## src/rtl/exc_pkg.sv

```systemverilog
// exc_pkg: shared states, cause codes and IRQ code helper for the exception controller
package exc_pkg;
  typedef enum logic [1:0] {IDLE, REQ, HANDLER} exc_state_t;
  localparam logic [3:0] ES_NONE = 4'h0;
  localparam logic [3:0] ES_INVALID_OP = 4'h1;
  localparam logic [3:0] IRQ_CODE_BASE = 4'h8;
  function automatic logic [7:0] irq_code(logic [7:0] base, logic [7:0] k);
    return base + k;
  endfunction
endpackage

```

## src/rtl/exc_irq_ctrl_if.sv

```systemverilog
// exc_irq_ctrl_if: interrupt/exception handshake between controller logic and datapath
interface exc_irq_ctrl_if #(parameter int N_IRQ = 4, parameter int ESTATUS_W = 4);
  logic [N_IRQ-1:0] ExtIRQ;
  logic [N_IRQ-1:0] IrqMask;
  logic SyncExc;
  logic [ESTATUS_W-1:0] SyncCode;
  logic ExcAck;
  logic ERet;
  logic Exc;
  logic [ESTATUS_W-1:0] EStatus;
  logic [N_IRQ-1:0] ExtIAck;
  logic InHandler;
  logic DoubleFault;
  modport master (
    output ExtIRQ, IrqMask, SyncExc, SyncCode, ExcAck, ERet,
    input Exc, EStatus, ExtIAck, InHandler, DoubleFault
  );
  modport slave (
    input ExtIRQ, IrqMask, SyncExc, SyncCode, ExcAck, ERet,
    output Exc, EStatus, ExtIAck, InHandler, DoubleFault
  );
endinterface

```

## src/rtl/exc_irq_ctrl_prio_enc.sv

```systemverilog
// prio_enc: lowest-index-wins priority encoder
module prio_enc #(
  parameter int N = 4,
  parameter int IW = (N > 1) ? $clog2(N) : 1
) (
  input  logic [N-1:0]  vec,
  output logic          valid,
  output logic [IW-1:0] idx
);
  always_comb begin
    valid = |vec;
    idx = '0;
    for (int i = N - 1; i >= 0; i--)
      if (vec[i]) idx = IW'(i);
  end
endmodule

```

## src/rtl/exc_irq_ctrl.sv

```systemverilog
// exc_irq_ctrl: N-channel IRQ pending/mask/priority plus sync exception, handler state and double fault
module exc_irq_ctrl #(
  parameter int N_IRQ = 4,
  parameter int ESTATUS_W = 4,
  parameter logic [ESTATUS_W-1:0] IRQ_CODE_BASE = ESTATUS_W'(4'h8)
) (
  input logic clk,
  input logic reset,
  exc_irq_ctrl_if.slave bus
);
  import exc_pkg::*;
  localparam int IW = (N_IRQ > 1) ? $clog2(N_IRQ) : 1;
  if (int'(IRQ_CODE_BASE) + N_IRQ > (1 << ESTATUS_W))
    $error("IRQ codes overflow EStatus width");
  exc_state_t state, state_nx;
  logic [N_IRQ-1:0] pending, eligible, ack_clr, ext_iack;
  logic [ESTATUS_W-1:0] estatus;
  logic [IW-1:0] idx, src_idx;
  logic valid, src_sync, double_fault, take, ack, ret;
  assign eligible = pending & ~bus.IrqMask;
  prio_enc #(.N(N_IRQ), .IW(IW)) u_prio (.vec(eligible), .valid(valid), .idx(idx));
  always_comb begin
    take = state == IDLE && (bus.SyncExc || valid);
    ack = state == REQ && bus.ExcAck;
    ret = state == HANDLER && bus.ERet;
    state_nx = take ? REQ : ack ? HANDLER : ret ? IDLE : state;
    ack_clr = (ack && !src_sync) ? N_IRQ'(1) << src_idx : '0;
  end
  always_ff @(posedge clk) begin
    if (reset) begin
      state <= IDLE;
      pending <= '0;
      ext_iack <= '0;
      estatus <= ESTATUS_W'(ES_NONE);
      src_sync <= 1'b0;
      src_idx <= '0;
      double_fault <= 1'b0;
    end else begin
      state <= state_nx;
      pending <= (pending | bus.ExtIRQ) & ~ack_clr;
      ext_iack <= ack_clr;
      if (take) begin
        src_sync <= bus.SyncExc;
        src_idx <= idx;
        estatus <= bus.SyncExc ? bus.SyncCode : ESTATUS_W'(irq_code(8'(IRQ_CODE_BASE), 8'(idx)));
      end
      if (bus.SyncExc && state != IDLE) double_fault <= 1'b1;
    end
  end
  assign bus.Exc = state == REQ;
  assign bus.InHandler = state == HANDLER;
  assign bus.EStatus = estatus;
  assign bus.ExtIAck = ext_iack;
  assign bus.DoubleFault = double_fault;
endmodule

```

## src/flat_wrapper.sv

```systemverilog
// flat-port wrapper written by rule: the top's interface ports become plain ports
module exc_irq_ctrl_flat import exc_pkg::*;
#(
  parameter int N_IRQ = 4,
  parameter int ESTATUS_W = 4,
  parameter logic [ESTATUS_W-1:0] IRQ_CODE_BASE = ESTATUS_W'(4'h8)
)
  (clk, reset, bus_ExtIRQ, bus_IrqMask, bus_SyncExc, bus_SyncCode, bus_ExcAck, bus_ERet, bus_Exc, bus_EStatus, bus_ExtIAck, bus_InHandler, bus_DoubleFault);
  exc_irq_ctrl_if #(.N_IRQ(N_IRQ), .ESTATUS_W(ESTATUS_W)) bus_i ();
  input logic clk;
  input logic reset;
  input wire logic [$bits(bus_i.ExtIRQ)-1:0] bus_ExtIRQ;
  input wire logic [$bits(bus_i.IrqMask)-1:0] bus_IrqMask;
  input wire logic [$bits(bus_i.SyncExc)-1:0] bus_SyncExc;
  input wire logic [$bits(bus_i.SyncCode)-1:0] bus_SyncCode;
  input wire logic [$bits(bus_i.ExcAck)-1:0] bus_ExcAck;
  input wire logic [$bits(bus_i.ERet)-1:0] bus_ERet;
  output wire logic [$bits(bus_i.Exc)-1:0] bus_Exc;
  output wire logic [$bits(bus_i.EStatus)-1:0] bus_EStatus;
  output wire logic [$bits(bus_i.ExtIAck)-1:0] bus_ExtIAck;
  output wire logic [$bits(bus_i.InHandler)-1:0] bus_InHandler;
  output wire logic [$bits(bus_i.DoubleFault)-1:0] bus_DoubleFault;
  assign bus_i.ExtIRQ = bus_ExtIRQ;
  assign bus_i.IrqMask = bus_IrqMask;
  assign bus_i.SyncExc = bus_SyncExc;
  assign bus_i.SyncCode = bus_SyncCode;
  assign bus_i.ExcAck = bus_ExcAck;
  assign bus_i.ERet = bus_ERet;
  assign bus_Exc = bus_i.Exc;
  assign bus_EStatus = bus_i.EStatus;
  assign bus_ExtIAck = bus_i.ExtIAck;
  assign bus_InHandler = bus_i.InHandler;
  assign bus_DoubleFault = bus_i.DoubleFault;
  exc_irq_ctrl #(.N_IRQ(N_IRQ), .ESTATUS_W(ESTATUS_W), .IRQ_CODE_BASE(IRQ_CODE_BASE)) u_core (.clk(clk), .reset(reset), .bus(bus_i));
endmodule
```

## config.mk

```make
export PLATFORM = sky130hd
export DESIGN_NAME = exc_irq_ctrl_flat
export DESIGN_NICKNAME = d
export VERILOG_FILES = /design/src/rtl/exc_pkg.sv /design/src/rtl/exc_irq_ctrl_if.sv /design/src/rtl/exc_irq_ctrl_prio_enc.sv /design/src/rtl/exc_irq_ctrl.sv /design/src/flat_wrapper.sv
export SDC_FILE = /design/constraint.sdc
export NUM_CORES = 1
export LEC_CHECK = 0
export CAP_MARGIN = 40
export CORE_MARGIN = 2
export CORE_UTILIZATION = 41
export DETAILED_ROUTE_END_ITERATION = 8
export GPL_ROUTABILITY_DRIVEN = 0
export MAX_ROUTING_LAYER = met4
export PLACE_DENSITY = 0.76
export SLEW_MARGIN = 15
export SYNTH_ARGS = -nofsm -noshare
export SYNTH_HDL_FRONTEND = slang
export SYNTH_SLANG_ARGS = --single-unit
```

## constraint.sdc

```tcl
create_clock -name clk -period 1.8 [get_ports clk]
set_clock_uncertainty 0.1 [all_clocks]
set_input_delay 0.18 -clock clk [delete_from_list [all_inputs] [get_ports clk]]
set_output_delay 0.18 -clock clk [all_outputs]
set_load 0.1 [all_outputs]
```

Word-level counts from Yosys, hierarchy flattened
Cells that the tools add are included.
Storage, ports and cells
  logic and storage cells: 39
  output and inout port bits: 11
  flip-flop bits (word level): 18
  bits of input ports: 17
Cells by class
  bitwise gates (word level): 5
  multiplexer cells: 9
  shifts and indexed selects: 1
  equality and inequality tests: 2
  add/sub/neg operators: 1
  reductions and logical operators: 13
Operators by type and width (number)
  $mux 2: 6
  $and 4x4->4: 2
  $mux 4: 2
  $not 4->4: 2
  $logic_and 1x1->1: 5
  $add 4x2->4 const A: 1
  $or 4x4->4: 1
  $reduce_bool 2->1: 2
  $reduce_or 4->1: 1
  $shl 1x2->4 const A: 1
  $reduce_bool 3->1: 1
  $eq 2x1->1 const B: 1
  $eq 2x2->1 const B: 1
  $logic_not 2->1: 1
  $reduce_or 2->1: 1
  $logic_not 1->1: 1
  $logic_or 1x1->1: 1
  $mux 1: 1

Logic depth before layout (Yosys ltp)
Gate-level depths: netlist (run 1).
  depth in word-level cells: 8
  gate-level depth with buffers: 4
  mapped depth without buffers: 4

Cells and area by module
Synthesis (run 1) repeated with hierarchy kept, for this count alone.
Unflattened totals
  cell total of the unflattened synthesis: 83
  area, all modules: 733.2 µm²
By module, submodules not included
  exc_irq_ctrl: instances 1, cells an instance 76, area an instance 698.2 µm², sequential area each 360.3 µm²
  prio_enc: instances 1, cells an instance 7, area an instance 35.0 µm², sequential area each 0.0 µm²

Worst setup path before layout (run 1)
Ideal clock, no wire load.
  path kind: reg2reg
  start: register u_core.state[1]
  end: register u_core.ext_iack[0], in the netlist u_core.bus.ExtIAck[0]
  library setup time: 0.078 ns
  path buffers: 0
  clock period less this slack: 1.638 ns
  setup slack: 0.162 ns
  cell stages (with the launch flop): 5
  data required time: 1.622 ns
  data arrival time: 1.461 ns
  cells stage by stage: dfxtp_1 > and2b_2 > nor3b_2 > nand2_1 > nor3_1
On the way
  longest elaborated chain between the ends: 4
Ends and longest elaborated chain
  start: declaration: RTL line exc_irq_ctrl.sv:15  | exc_state_t state, state_nx;
  start signal: assignment: RTL line exc_irq_ctrl.sv:39  | state <= state_nx;
  $eq 2x1->1
  via bus_Exc: RTL line flat_wrapper.sv:18  | output wire logic [$bits(bus_i.Exc)-1:0] bus_Exc;
  $logic_and 1x1->1: RTL line exc_irq_ctrl.sv:24  | ack = state == REQ && bus.ExcAck;
  $logic_and 1x1->1: RTL line exc_irq_ctrl.sv:27  | ack_clr = (ack && !src_sync) ? N_IRQ'(1) << src_idx : '0;
  $mux 4: RTL line exc_irq_ctrl.sv:27
  end signal: assignment: RTL line exc_irq_ctrl.sv:41  | ext_iack <= ack_clr;
  end: declaration: RTL line exc_irq_ctrl.sv:16  | logic [N_IRQ-1:0] pending, eligible, ack_clr, ext_iack;
The timed path passes the listed nets, and every way through them passes these cells.
A chain may end at the register's enable or synchronous reset.

Worst setup path after layout (run 1)
  start: register u_core.state[0]
  end: register u_core.src_idx[1]
On the way
  longest elaborated chain between the ends: 2
Ends and longest elaborated chain
  $logic_not 2->1: RTL line exc_irq_ctrl.sv:23  | take = state == IDLE && (bus.SyncExc || valid);
  $logic_and 1x1->1: RTL line exc_irq_ctrl.sv:23
  end signal: assignment: RTL line exc_irq_ctrl.sv:44  | src_idx <= idx;
  end: declaration: RTL line exc_irq_ctrl.sv:18  | logic [IW-1:0] idx, src_idx;
Every way passes these cells.

==> impl_metrics.yaml, run 1 <==
run_status:
  status: "completed"
setup_path:
  worst_ep_arrival_time_ps: 1650
  reg2reg_slack_ps: 280
  worstSetupStartpointType: "flip-flop"
  setup.worst_path.end_class: "flip-flop"
  cp-endpoint: "u_core.src_idx[1]$_SDFFE_PP0P_"
  reg2reg_depth: 3
  crit_path_start: "u_core.state[0]$_SDFFE_PP0P_"
  r2r-start: "u_core.state[0]$_SDFFE_PP0P_"
  path_max_fanout: 6
  critPathKind: "flip-flop to flip-flop"
  cp.required_ps: 1930
  r2r_end: "u_core.src_idx[1]$_SDFFE_PP0P_"
global_route:
  grt_max_degree: 10
  grt_overflow: 0
  grt_pass1_wl_um: 2490
  grt_pass1_vias: 612
  antenna_found_initial: 0
  grt.total_usage_pct: 17.5
yosys:
  synth_most_common_cell: "dfxtp_1"
  synthArstFlopShare_pct: 0
  syn_avg_cell_area_um2: 9.12
  synth_commonest_cells: "dfxtp_1 (18), a21oi_1 (7), nand2_1 (7), nor2_1 (7), inv_1 (6)"
  yosys_warnings: 0
  synth-seq-cells: 18
  ys.flop_type: "dfxtp_1"
  synth_top_area_share_pct: 49.4
  syn_inst: 80
  synth_nets: 97
  yosysUniqueCellTypes: 26
  synth_top_area_cell: "dfxtp_1"
  synth_area_leaders: "dfxtp_1 (49%), a21oi_1 (4.8%), a311oi_1 (4.8%), nand2_1 (3.6%), nor2_1 (3.6%)"
  synth-edff-count: 0
  syn_area_um2: 729
  yosysSeqAreaShare_pct: 49.4
routing:
  routed_wl_um: 1620
  ant_nets: 0
  drc: 0
  drt-vias-per-instance: 5.04
  first_iter_violations: 5
  vias: 685
  drt-pass1-iter-count: 2
  avgRoutedWirePerCell_um: 11.9
cts:
  clockRootBuffer: "clkbuf_4"
  cts_buffers: 3
  cts_tree: "yes"
  clkSinkCount: 18
  clock_path_buffers: 2
  postCtsSetupRepairBufs: 0
  htree_levels: 1
  hold_buffers: 0
  path_clk_slew_ps: 90
  insertion_delay_ps: 290
  post_cts_resized: 0
timing:
  hold_violations: 0
  relSlewSlack_pct: 75.9
  worstMarginPinSlew_ps: 362
  drv_slew: 0
  rsz0062_at_grt: "false"
  finalSetupTns_ps: 0
  period_needed_ps: 1520
  fin_crit_sh_pct: 84.7
  hold_ws_ps: 350
  finalSetupViolations: 0
  fmax_mhz: 656
power_and_ir_drop:
  p_sw_share_pct: 36.1
  irDropWorstVdd_uv: 465
  leakagePower_uw: 0.000433
  p_int_uw: 627
  p_clk_share_pct: 19.9
  p_comb_share_pct: 33.6
  p_sw_uw: 354
  power_density_nw_per_um2: 921
  sequentialPowerShare_pct: 46.5
final_layout:
  layout.nets: 130
  syn2layout_area_growth_pct: 46.0
  antennaDiodeCount: 0
  drive_gt1_share_pct: 22.5
die:
  core_um2: 1710
  pin_count: 28
  rows: 15
  die_w_um: 46.2
  start_util_pct: 42.7
  dieArea_um2: 2130
  die_h_um: 46.2
placement:
  io_buffers: 27
  dp_hpwl_um: 1300
flow_run:
  max_cap_violations: 0
hold_path:
  hp-class: "input port to flip-flop"
how the worst min path moves through the flow:
stage | startpoint | endpoint | slack (ps) | cells past startpoint
global placement | u_core.bus.DoubleFault$_SDFFE_PP0P_ | u_core.bus.DoubleFault$_SDFFE_PP0P_ | 360 | 2
global route | bus_SyncCode[2] | u_core.bus.EStatus[2]$_SDFFE_PP0P_ | 400 | 3
floorplan | bus_SyncExc | u_core.bus.DoubleFault$_SDFFE_PP0P_ | 220 | 2
CTS | bus_SyncCode[2] | u_core.bus.EStatus[2]$_SDFFE_PP0P_ | 350 | 3
finish | bus_SyncCode[2] | u_core.bus.EStatus[2]$_SDFFE_PP0P_ | 350 | 3
detailed placement | u_core.bus.DoubleFault$_SDFFE_PP0P_ | u_core.bus.DoubleFault$_SDFFE_PP0P_ | 370 | 2
power groups by stage:
| stage | logic [uW] | registers (uW) | clock network, uW |
|---|---|---|---|
| finish | 330 | 455 | 195 |
| global placement | 329 | 463 | 0 |
| floorplan | 130 | 559 | 0 |
| CTS | 332 | 455 | 199 |
| global route | 348 | 461 | 211 |
| detailed placement | 331 | 464 | 0 |
area by class of cell:
type,instances,area (um2)
clock buffer,3,22.5
fill,147,643
inverter,6,22.5
multi-input combinational,54,338
sequential,18,360
tap,25,31.3
timing repair buffer,30,290
stage by stage:
stage | cells | setup WS (ps) | utilization (%) | cell area (um2) | power (uW)
2_1_floorplan | 80 | 162 | - | 729 | 689
3_3_place_gp | 133 | 123 | 61.0 | 1040 | 792
3_5_place_dp | 133 | 73.7 | 61.0 | 1040 | 795
4_1_cts | 136 | 266 | 62.3 | 1060 | 986
5_1_grt | 136 | 177 | 62.3 | 1060 | 1020
6_report | 136 | 275 | 62.3 | 1060 | 980
state kept, by name, indices dropped and copies added (netlist names):
name	cells
u_core.bus.EStatus	4
u_core.bus.ExtIAck	4
u_core.pending	4
u_core.src_idx	2
u_core.state	2
u_core.bus.DoubleFault	1
u_core.src_sync	1
worst max-delay path, cell delays in order (launching register included):
cell     delay [ps]
dfxtp_1         360
or2_0           320
or4_1           540
a21oi_1         140
per-layer routing:
| metal | wire length, um | global-route usage, % |
|---|---|---|
| met1 | 714 | 19.7 |
| met2 | 764 | 27.5 |
| met3 | 99 | 3.53 |
| met4 | 44 | 12.0 |
| met5 | 0 | - |
cell usage in the layout (no fill, tap or decap), drive strengths merged, types with 4 or more instances in the layout:
master	netlist	routed
nor2	7	7
nor2b	4	4
clkdlybuf4s50	0	16
nor3	5	5
dfxtp	18	18
nand2	7	7
buf	0	14
a21oi	7	7
inv	6	6
a311oi	4	4
kinds of logic after synthesis:
family | share of synthesized area (%)
and+or+nand+nor | 23.3
AOI/OAI and AO/OA | 21.6
DFF | 49.4
buffers and inverters | 4.29
muxes | 1.37
No activity file was read; power rests on OpenSTA's default activity.
==> run 2, diff against run 1 <==
==> constraint.sdc (replaced) <==
create_clock -name clk -period 1.55 [get_ports clk]
set_clock_uncertainty 0.1 [all_clocks]
set_input_delay 0.155 -clock clk [delete_from_list [all_inputs] [get_ports clk]]
set_output_delay 0.155 -clock clk [all_outputs]
set_load 0.1 [all_outputs]
==> impl_metrics.yaml, run 2 (same netlist as run 1, synthesis figures left out) <==
final_layout:
  fin_area_um2: 1240
  multi_input_area_um2: 348
  antennaDiodeCount: 0
  layout_commonest_cell: "dfxtp_1"
  seq_area_um2: 360
  drive_gt1_share_pct: 27.4
  syn2layout_area_growth_pct: 69.8
  layout.nets: 135
  fill_cells: 133
  fin_util_pct: 72.5
  final_cell_mix: "dfxtp_1 (18), clkdlybuf4s50_1 (16), buf_12 (11)"
routing:
  avgRoutedWirePerCell_um: 13.1
  drc: 0
  ant_nets: 0
  drt-pass1-iter-count: 4
  first_iter_violations: 11
  drt-vias-per-instance: 5.08
  routed_wl_um: 1860
  vias: 721
setup_path:
  cp.required_ps: 1640
  setup.worst_path.end_class: "flip-flop"
  path_max_fanout: 5
  critPathKind: "flip-flop to flip-flop"
  worstSetupStartpointType: "flip-flop"
  worst_ep_arrival_time_ps: 1620
die:
  die_w_um: 46.2
  die_h_um: 46.2
  start_util_pct: 42.7
  pin_count: 28
  rows: 15
  core_um2: 1710
  dieArea_um2: 2130
cts:
  insertion_delay_ps: 290
  htree_levels: 1
  clockRootBuffer: "clkbuf_4"
  hold_buffers: 0
  clkSinkCount: 18
  clock_path_buffers: 2
  cts_buffers: 3
  path_clk_slew_ps: 100
  cts_tree: "yes"
flow_run:
  max_cap_violations: 0
global_route:
  grt_pass1_wl_um: 2750
  grt_overflow: 0
  top_usage_layer: "met2"
  grt_pass1_vias: 709
  use_met3_pct: 3.53
  grt.met2_usage_pct: 30.8
  antenna_found_initial: 0
  use_met1_pct: 21.1
  grt_max_degree: 11
  grt.total_usage_pct: 18.6
placement:
  dp_hpwl_um: 1350
  postPlaceCellArea_um2: 1170
  io_buffers: 27
  place_ws_ps: -133
run_status:
  status: "completed"
timing:
  worstMarginPinSlew_ps: 356
  hold_violations: 0
  relSlewSlack_pct: 76.2
  worst_slack_ps: 20.1
  drv_slew: 0
  fin_crit_sh_pct: 98.7
  finalSetupViolations: 0
  period_needed_ps: 1530
  fmax_mhz: 654
power_and_ir_drop:
  irDropWorstVdd_uv: 692
  power_density_nw_per_um2: 1040
  leakagePower_uw: 0.000496
hold_path:
  hp-class: "input port to flip-flop"
==> run 2: changes by cell type in the layout (fill, tap and decap cells not counted), sizes merged <==
| cell | before | now |
|---|---|---|
| clkbuf | 3 | 4 |
| buf | 14 | 19 |
==> run 2: power by group <==
group	total, uW	internal, uW	switching (uW)
Combinational	458	201	258
Sequential	539	500	39.1
Clock	285	143	142
Total	1280	844	439
==> run 2: cell type report <==
type                    instances  share of cell area [%]
repair buffers                 35                    35.6
clock buffers                   4                    2.93
well taps                      25                    2.53
multi-input cells              54                    28.1
inverters                       6                    1.82
flip-flops and latches         18                    29.1
==> run 2: path summary, 6_finish.rpt <==
kind,start,endpoint,slack (ps),cells after the start
max,u_core.pending[0]$_SDFF_PP0_,u_core.bus.EStatus[1]$_SDFFE_PP0P_,20,4
min,bus_SyncCode[2],u_core.bus.EStatus[2]$_SDFFE_PP0P_,320,3
max reg2reg,u_core.pending[0]$_SDFF_PP0_,u_core.bus.EStatus[1]$_SDFFE_PP0P_,20,4
min reg2reg,u_core.pending[1]$_SDFF_PP0_,u_core.pending[1]$_SDFF_PP0_,390,2
==> run 2: timing repair <==
item                                   CTS  global route
setup endpoints to repair                0             6
resized for setup                        0             3
endpoints found under the hold margin    0             0
buffers inserted                         0             3
==> run 2: through the flow <==
step	setup TNS, ps	instances	power [uW]	hold slack [ps]
6_report	0	142	1280	318
5_1_grt	-56.1	142	1330	334
4_1_cts	0	139	1270	312
3_5_place_dp	-485	135	986	383
3_3_place_gp	-228	135	980	379
2_1_floorplan	0	80	803	196
==> run 2: worst max-delay path, cell delays in order (launching register included) <==
cell and delay (ps):
dfxtp_1 320, nor2b_1 150, nor3_2 350, a21oi_1 210
o221a_2 310
==> run 2: metal layers <==
metal	vias up	share of wire [%]
met3	2	4.5
met4	0	0.54
met5	-	0
li1	358	-
met2	22	50
met1	339	45
==> run 3, diff against run 2 <==
--- a/config.mk
+++ b/config.mk
@@ -12,6 +12,7 @@
 export GPL_ROUTABILITY_DRIVEN = 0
 export MAX_ROUTING_LAYER = met4
 export PLACE_DENSITY = 0.76
+export REMOVE_ABC_BUFFERS = 1
 export SLEW_MARGIN = 15
 export SYNTH_ARGS = -nofsm -noshare
 export SYNTH_HDL_FRONTEND = slang
==> impl_metrics.yaml, run 3 (same netlist as run 1, synthesis figures left out) <==
run_status:
  status: "completed"
final_layout:
  finalNonFillerCells: 140
  multi_input_area_um2: 338
  antennaDiodeCount: 0
  seq_area_um2: 360
  final_cell_mix: "dfxtp_1 (18), clkdlybuf4s50_1 (16), buf_12 (11)"
  fin_util_pct: 71.1
  layout.nets: 133
  fill_cells: 136
  drive_gt1_share_pct: 25.2
  syn2layout_area_growth_pct: 66.4
  layout_commonest_cell: "dfxtp_1"
cts:
  hold_buffers: 0
  clock_path_buffers: 2
  clkSinkCount: 18
  postCtsSetupRepairBufs: 0
  post_cts_resized: 0
  clockRootBuffer: "clkbuf_4"
  cts_buffers: 3
  insertion_delay_ps: 300
  cts_tree: "yes"
  htree_levels: 1
  path_clk_slew_ps: 110
routing:
  vias: 703
  drt-vias-per-instance: 5.02
  ant_nets: 0
  first_iter_violations: 10
  drt-pass1-iter-count: 4
  avgRoutedWirePerCell_um: 12.9
  routed_wl_um: 1800
  drc: 0
die:
  core_um2: 1710
  dieArea_um2: 2130
  start_util_pct: 42.7
  pin_count: 28
  die_w_um: 46.2
  rows: 15
  die_h_um: 46.2
timing:
  worstMarginPinSlew_ps: 342
  period_needed_ps: 1480
  relSlewSlack_pct: 77.2
  hold_ws_ps: 322
  fin_crit_sh_pct: 95.3
  worst_slack_ps: 72.7
  rsz0062_at_grt: "false"
  hold_violations: 0
  fmax_mhz: 677
  drv_slew: 0
  finalSetupViolations: 0
setup_path:
  setup.worst_path.end_class: "flip-flop"
  worst_ep_arrival_time_ps: 1620
  cp.required_ps: 1690
  crit_chain: "or2_0, buf_4, a21oi_1, o221a_2"
  path_max_fanout: 7
  slowest_stage: "dfxtp_1"
  critPathKind: "flip-flop to flip-flop"
  worstSetupStartpointType: "flip-flop"
  critPathMaxStageDelay_ps: 370
global_route:
  grt_overflow: 0
  grt_pass1_wl_um: 2820
  grt_max_degree: 11
  grt.total_usage_pct: 19.1
  grt_pass1_vias: 697
  antenna_found_initial: 0
power_and_ir_drop:
  leakagePower_uw: 0.000484
  total_power_uw: 1270
  power_density_nw_per_um2: 1050
  irDropWorstVdd_uv: 697
hold_path:
  hp-class: "input port to flip-flop"
placement:
  io_buffers: 27
  place_ws_ps: -134
  dp_hpwl_um: 1420
  place_inst: 136
flow_run:
  max_cap_violations: 0
[run 3: cell types whose count changed in the layout (fill, tap and decap cells not counted), sizes merged]
| cell | before | now |
|---|---|---|
| buf | 19 | 17 |
[run 3: final cells by class]
| type | count | share of cell area [%] |
|---|---|---|
| well taps | 25 | 2.58 |
| clock buffers | 4 | 2.99 |
| multi-input cells | 54 | 27.8 |
| repair buffers | 33 | 35.1 |
| flip-flops and latches | 18 | 29.7 |
| inverters | 6 | 1.86 |
[run 3: path summary, 6_finish.rpt]
path / to / depth (start not counted) / from / slack [ps]
setup / recovery: u_core.bus.EStatus[3]$_SDFFE_PP0P_ / 4 / u_core.state[1]$_SDFFE_PP0P_ / 70
setup reg to reg: u_core.bus.EStatus[3]$_SDFFE_PP0P_ / 4 / u_core.state[1]$_SDFFE_PP0P_ / 70
hold / removal: u_core.bus.EStatus[2]$_SDFFE_PP0P_ / 3 / bus_SyncCode[2] / 320
hold reg to reg: u_core.pending[0]$_SDFF_PP0_ / 2 / u_core.pending[0]$_SDFF_PP0_ / 380
[run 3: power breakdown]
group / internal (uW) / total [uW] / switching, uW
Combinational: 187 / 439 / 253
Sequential: 500 / 539 / 38.4
Clock: 143 / 291 / 147
Total: 830 / 1270 / 438
[run 3: routing by layer]
metal  share of wire, %  GRT usage [%]
met1                 47           23.0
met4                1.4           8.57
met2                 48           30.8
met3                3.8           3.53
met5                  0              -
[run 3: stage by stage]
stage / setup TNS (ps) / area, um2
final: 0 / 1210
after global routing: 0 / 1210
after CTS: 0 / 1210
after detailed placement: -469 / 1180
after global placement: -225 / 1180
after floorplan: -399 / 721
[run 3: worst max-delay path, delay by kind of cell (launching register included)]
family / cells / cell delay [ps]
AOI/OAI and AO/OA: 2 / 530
and+or+nand+nor: 1 / 250
buffers and inverters: 1 / 160
DFF: 1 / 370
